## src/rtl/vga_timing_generator.sv

```systemverilog
// Raster timing generator: horizontal/vertical counters with registered
// sync, coordinate and blanking outputs for a VGA-style display.
// Each axis runs front porch, sync, back porch, then visible, from count 0.
module vga_timing_generator #(
    parameter int H_VISIBLE  = 640,
    parameter int H_FP       = 16,
    parameter int H_SYNC     = 96,
    parameter int H_BP       = 48,
    parameter int V_VISIBLE  = 480,
    parameter int V_FP       = 10,
    parameter int V_SYNC     = 2,
    parameter int V_BP       = 33,
    parameter bit H_SYNC_POL = 1'b0,
    parameter bit V_SYNC_POL = 1'b0,
    parameter int CW         = 11,
    parameter int XW         = 10,
    parameter int YW         = 10
) (
    input  logic          pixelclock_i,
    input  logic          reset_i,
    input  logic          enable_i,
    output logic          hsync_o,
    output logic          vsync_o,
    output logic [XW-1:0] x_o,
    output logic [YW-1:0] y_o,
    output logic          video_on_o,
    output logic          line_end_o,
    output logic          frame_start_o
);

    localparam int H_BLANK = H_FP + H_SYNC + H_BP;
    localparam int H_TOTAL = H_BLANK + H_VISIBLE;
    localparam int V_BLANK = V_FP + V_SYNC + V_BP;
    localparam int V_TOTAL = V_BLANK + V_VISIBLE;

    localparam logic [CW-1:0] H_SYNC_START = CW'(H_FP);
    localparam logic [CW-1:0] H_SYNC_END   = CW'(H_FP + H_SYNC);
    localparam logic [CW-1:0] H_BLANK_C    = CW'(H_BLANK);
    localparam logic [CW-1:0] H_LAST       = CW'(H_TOTAL - 1);
    localparam logic [CW-1:0] V_SYNC_START = CW'(V_FP);
    localparam logic [CW-1:0] V_SYNC_END   = CW'(V_FP + V_SYNC);
    localparam logic [CW-1:0] V_BLANK_C    = CW'(V_BLANK);
    localparam logic [CW-1:0] V_LAST       = CW'(V_TOTAL - 1);
    localparam logic [CW-1:0] ONE          = CW'(1);

    logic [CW-1:0] h_q, h_d;
    logic [CW-1:0] v_q, v_d;

    logic          hsync_q, hsync_d;
    logic          vsync_q, vsync_d;
    logic [XW-1:0] x_q, x_d;
    logic [YW-1:0] y_q, y_d;
    logic          video_on_q, video_on_d;
    logic          line_end_q, line_end_d;
    logic          frame_start_q, frame_start_d;

    logic [CW-1:0] x_full;
    logic [CW-1:0] y_full;
    logic          h_vis;
    logic          v_vis;

    // Next counter position: advance one pixel when enabled, hold otherwise.
    always_comb begin
        h_d = h_q;
        v_d = v_q;
        if (enable_i) begin
            if (h_q == H_LAST) begin
                h_d = '0;
                v_d = (v_q == V_LAST) ? '0 : v_q + ONE;
            end else begin
                h_d = h_q + ONE;
            end
        end
    end

    // Decode outputs from the next position so registered outputs line up
    // with the counters on the same edge; a held position decodes unchanged.
    always_comb begin
        h_vis         = (h_d >= H_BLANK_C);
        v_vis         = (v_d >= V_BLANK_C);
        x_full        = h_d - H_BLANK_C;
        y_full        = v_d - V_BLANK_C;
        hsync_d       = ((h_d >= H_SYNC_START) && (h_d < H_SYNC_END)) ? H_SYNC_POL : ~H_SYNC_POL;
        vsync_d       = ((v_d >= V_SYNC_START) && (v_d < V_SYNC_END)) ? V_SYNC_POL : ~V_SYNC_POL;
        x_d           = h_vis ? XW'(x_full) : '0;
        y_d           = v_vis ? YW'(y_full) : '0;
        video_on_d    = h_vis && v_vis;
        line_end_d    = (h_d == H_LAST);
        frame_start_d = (h_d == '0) && (v_d == '0);
    end

    // Counter and output registers; synchronous active-low reset wins over enable.
    always_ff @(posedge pixelclock_i) begin
        if (!reset_i) begin
            h_q           <= '0;
            v_q           <= '0;
            hsync_q       <= ~H_SYNC_POL;
            vsync_q       <= ~V_SYNC_POL;
            x_q           <= '0;
            y_q           <= '0;
            video_on_q    <= 1'b0;
            line_end_q    <= 1'b0;
            frame_start_q <= 1'b1;
        end else begin
            h_q           <= h_d;
            v_q           <= v_d;
            hsync_q       <= hsync_d;
            vsync_q       <= vsync_d;
            x_q           <= x_d;
            y_q           <= y_d;
            video_on_q    <= video_on_d;
            line_end_q    <= line_end_d;
            frame_start_q <= frame_start_d;
        end
    end

    assign hsync_o       = hsync_q;
    assign vsync_o       = vsync_q;
    assign x_o           = x_q;
    assign y_o           = y_q;
    assign video_on_o    = video_on_q;
    assign line_end_o    = line_end_q;
    assign frame_start_o = frame_start_q;

endmodule
```

## config.mk

```make
export PLATFORM = sky130hd
export DESIGN_NAME = vga_timing_generator
export DESIGN_NICKNAME = d
export VERILOG_FILES = /design/src/rtl/vga_timing_generator.sv
export SDC_FILE = /design/constraint.sdc
export NUM_CORES = 1
export LEC_CHECK = 0
export BUFFER_PORTS_ARGS = -buffer_cell sky130_fd_sc_hd__buf_2
export CAP_MARGIN = 15
export CORE_ASPECT_RATIO = 1.2
export CORE_MARGIN = 5
export CORE_UTILIZATION = 60
export CTS_CLUSTER_DIAMETER = 100
export DETAILED_ROUTE_END_ITERATION = 6
export MAX_ROUTING_LAYER = met4
export PLACE_DENSITY = 0.82
export SLEW_MARGIN = 20
export SYNTH_ARGS = -nofsm -noshare
export SYNTH_HDL_FRONTEND = slang
export SYNTH_SLANG_ARGS = --single-unit
export TNS_END_PERCENT = 30
```

## constraint.sdc

```tcl
create_clock -name pixelclock_i -period 4.2 [get_ports pixelclock_i]
set_input_delay 0 -clock pixelclock_i [delete_from_list [all_inputs] [get_ports pixelclock_i]]
set_output_delay 0 -clock pixelclock_i [all_outputs]
set_load 0.005 [all_outputs]
```

# == Yosys cells after proc, flatten, opt, wreduce, memory -nomap -nowiden ==
# Index checks and enable logic that the tools add are counted.
# totals
input_bits,3
reg_bits,47
out_inout_bits,25
wordCells,37
# classes
reduce_logical,8
addsub,4
muxes,7
order_cmp,6
n_eq_ne,3
# ops
operator,count
$mux 11,5
$eq 11x10->1 const B,3
$add 11x1->11 const B,2
$logic_not 11->1,2
$ge 11x4->1 const B,1
$ge 11x5->1 const B,1
$ge 11x6->1 const B,1
$ge 11x8->1 const B,1
$lt 11x4->1 const B,1
$lt 11x7->1 const B,1
$sub 10x6->10 const B,1
$sub 10x8->10 const B,1
$logic_and 1x1->1,4
$reduce_and 2->1,2
$mux 1,2

# == Logic depth before layout (Yosys ltp) ==
# logic_depth
depth_word,7
mapped_depth,14
ltp_nobuf,13

# == Worst setup path before layout ==
# No wires, ideal clock.
# synth_timing
kind,flip-flop to flip-flop
startpoint,reg h_q[0]
endpoint,reg y_q[8] (netlist: y_o[8])
slack_ns,1.300
period_less_slack_ns,2.900
t_arrival_ns,2.761
t_required_ns,4.061
stages_incl_launch_ff,14
setup_time_ns,0.139
path_cell_list,dfxtp_1 ha_1 nand2_1 nor4_2 buf_2 and2_1 nand2_1 o21ai_0 inv_1 ha_1 a211oi_1 o21ai_0 a21oi_1 a211oi_2
# synth_between
elab_chain_len,5
word_cells_on_any_way,6
# synth_rtl
element,line_no,rtl
"start, declared",46,"logic [CW-1:0] h_q, h_d;"
"start signal, assigned",95,h_q <= '0;
"start signal, assigned",105,h_q <= h_d;
$eq 11x10->1 *,67,if (h_q == H_LAST) begin
$mux 11 *,67,
$mux 11 *,66,if (enable_i) begin
net v_d[0],47,"logic [CW-1:0] v_q, v_d;"
$ge 11x6->1,80,v_vis = (v_d >= V_BLANK_C);
$reduce_and 2->1 (no source line),--,
"end signal, assigned",110,y_q <= y_d;
"end, declared",52,"logic [YW-1:0] y_q, y_d;"
# The timed path passes the listed nets; every way through them passes the cells marked *.
# A chain may end at the register's enable or synchronous reset.

# == Final worst setup path ==
# layout_timing
startpoint,reg h_q[0]
endpoint,reg y_q[8] (netlist: y_o[8])
# layout_between
elab_chain_len,5
word_cells_on_any_way,6
# layout_rtl
element,line_no
$eq 11x10->1 *,67
$mux 11 *,67
$mux 11 *,66
$ge 11x6->1,80
$reduce_and 2->1 (no source line),--
# Every way passes the cells marked *; elsewhere a longest branch is shown, timed or not.

==> metrics.yaml <==
pwr:
  comb_power_share_pct: 2.7
  p_leak_nw: 1.16
  sw_frac_of_total_pct: 21.2
  ir_drop_uv: 270
  p_sw_mw: 0.176
  p_int_mw: 0.652
  p_per_area_nw_per_um2: 309
  p_clk_share_pct: 42.9
  power_frac_seq_pct: 54.4
finish:
  final_cells: 356
  final_nets: 314
  fillers: 343
  drive_gt1_share_pct: 16.2
  antenna_cells: 0
  area_growth_pct: 12.6
worst_setup_path:
  critPathBufInv: 0
  crit_type: "reg -> reg"
  endpoint_kind: "flip-flop"
  cp_common_cell: "ha_1"
  slowest_stage: "or4_1"
  cp_cell_sequence: "ha_1, nand2_1, or4_1, a22oi_1, ha_1, a211oi_1, o21ai_0, a21oi_1, a211oi_2"
  critPathRequiredTime_ns: 4.43
  crit_arrival_ns: 3.65
  slowest_delay_ns: 0.71
  path_max_fanout: 8
  critical_path.top_delay_family: "compound AO/OA/AOI/OAI gates"
  startpoint_type: "flip-flop"
grt:
  grt_max_degree: 16
  grtUsageTotal_pct: 22.9
  globalRoute.totalOverflow: 0
  grt_pass1_vias: 1926
  antenna_found_initial: 0
  grt_pass1_wl_um: 8980
timing:
  max_freq_mhz: 292
  slew_viol_final: 0
  finalCritPeriodShare_pct: 81.4
  fin_crit_ns: 3.42
  setup_slack_ns: 0.781
  rsz0062_at_grt: "false"
  fin_skew_ns: 0.00614
  fin_tns_setup_ns: 0
  max-slew-margin-rel_pct: 53.8
  finalSetupViolations: 0
  worst_slew_pin_slew_ns: 0.688
  final_hold_viol_count: 0
die:
  die_area_sq_um: 5330
  die_w_um: 67.5
  die-height_um: 79.0
  pin_count: 28
  initial_utilization_pct: 61.4
  row_count: 25
  core_area_sq_um: 3880
routing:
  drtIter0Drc: 167
  via_per_inst: 5.68
  drc: 0
  vias: 2022
  dr.pass1.iters: 4
  ant_nets: 0
  wirelength_um: 5360
  routedWlPerCell_um: 15.1
clock_tree:
  postCtsResizedCells: 0
  cts_sinks: 47
  root_buffer: "clkbuf_8"
  numCtsBuffers: 5
  clk_pin_slew_worst_paths_ns: 0.09
  cts_buffer_depth: 2
  clk_latency_ns: 0.31
  htree_levels: 2
  cts_tree: "done"
synth:
  ys_ff_latch: 47
  ys_warn_count: 0
  synthTopCellsByCount: "dfxtp_1 (47), nor2_1 (39), nand2_1 (17)"
  syn_area_sq_um: 2380
  synth.avg_cell_area_sq_um: 8.69
  ys_top_cells_by_area: "dfxtp_1 (40%), nor2_1 (6.1%), ha_1 (5.3%)"
  yosysMostFrequentCell: "dfxtp_1"
  synth_area_leader_cell: "dfxtp_1"
  synth_edf_count: 0
  synth_top_area_share_pct: 39.5
  seq_area_frac_synth_pct: 39.5
  syn_nets: 287
  synth_cell_types: 57
  syn_inst: 274
  ys.flop_type: "dfxtp_1"
  synthArstFlopShare_pct: 0
hold_path:
  holdCritPathClass: "in -> reg"
placed_design:
  place_inst: 347
  dp_hpwl_um: 4010
  post-place-ws_ns: 0.861
  numPortBuffers: 27
  place.gp.congestion: 1.03
status:
  status: "finished clean"
run:
  drv_cap: 0
## power groups by stage
stage                     clock, mW  combinational (mW)  sequential [mW]
after global placement            0              0.0210            0.460
after detailed placement          0              0.0211            0.460
after floorplan                   0              0.0154            0.460
after CTS                     0.361              0.0219            0.450
after global routing          0.380              0.0248            0.451
final                         0.355              0.0221            0.450
## worst register-to-register path: cells and delay by family (launching register included)
kind,cells,cell delay (ns)
flip-flops,1,0.46
AO/OA/AOI/OAI,5,1.38
adder cells (fa/ha/maj),2,0.57
AND/OR/NAND/NOR,2,0.93
## cell usage in the layout (no fill, tap or decap), drive strengths merged, types with 5 or more instances in the layout
cell and count:
dfxtp 47, nor2 39, buf 29, nand2 17, inv 15, xnor2 13
xor2 12, ha 10, o21ai 10, nand4 9, a21oi 9, nor3 8
nand3 7, and2 7, clkbuf 6, and3 5, nor2b 5, nor4 5
## flip-flops by register name (all words and copies together) (netlist names)
register,cells
x_o,10
v_q,11
vsync_o,1
video_on_o,1
y_o,10
frame_start_o,1
h_q,11
hsync_o,1
line_end_o,1
## routing by layer
metal / wire (um) / vias up / part of all wire [%] / track usage (%)
met5: 0 / - / 0 / -
met4: 147 / 0 / 2.7 / 10.1
met3: 168 / 10 / 3.1 / 4.81
met2: 2780 / 46 / 52 / 39.1
met1: 2270 / 954 / 42 / 25.0
li1: - / 1012 / - / -
## repair_timing
action | CTS | global route
hold buffers | 1 | 0
setup buffers | 0 | 0
endpoints found under the hold margin | 1 | 0
## cell families (layout without fill, tap and decap cells)
kind of cell,Yosys count,count (layout),synth area share (%)
AO/OA/AOI/OAI,40,40,12.3
XOR/XNOR,25,25,9.20
adder cells (fa/ha/maj),10,10,5.25
AND/OR/NAND/NOR,125,125,28.1
multiplexers,3,3,1.31
flip-flops,47,47,39.5
buffers and inverters,24,52,4.31
## metrics by stage
stage	utilization, %	hold WS, ns	total power [mW]	cell area (sq um)
after floorplan	-	0.251	0.475	2380
after global placement	65.7	0.300	0.481	2550
after detailed placement	65.7	0.298	0.482	2550
after CTS	69.1	0.173	0.832	2680
after global routing	69.1	0.194	0.856	2680
final	69.1	0.177	0.827	2680
## worst paths after layout
check,start,end,slack (ns),cells after the start
worst min register to register,v_q[10],v_q[10],0.60,2
worst max-delay path,h_q[0],y_o[8],0.78,9
worst max register to register,h_q[0],y_o[8],0.78,9
worst min-delay path,enable_i,x_o[0],0.18,3
## cell type report
class	instances	area, sq um	area share (%)
clock buffers	6	82.6	3.08
multi-input cells	203	1340	49.9
repair buffers	30	160	5.98
clock inverters	2	38.8	1.45
inverters	14	52.6	1.96
flip-flops and latches	47	941	35.1
well taps	54	67.6	2.52
No activity file was read; power rests on OpenSTA's default activity.
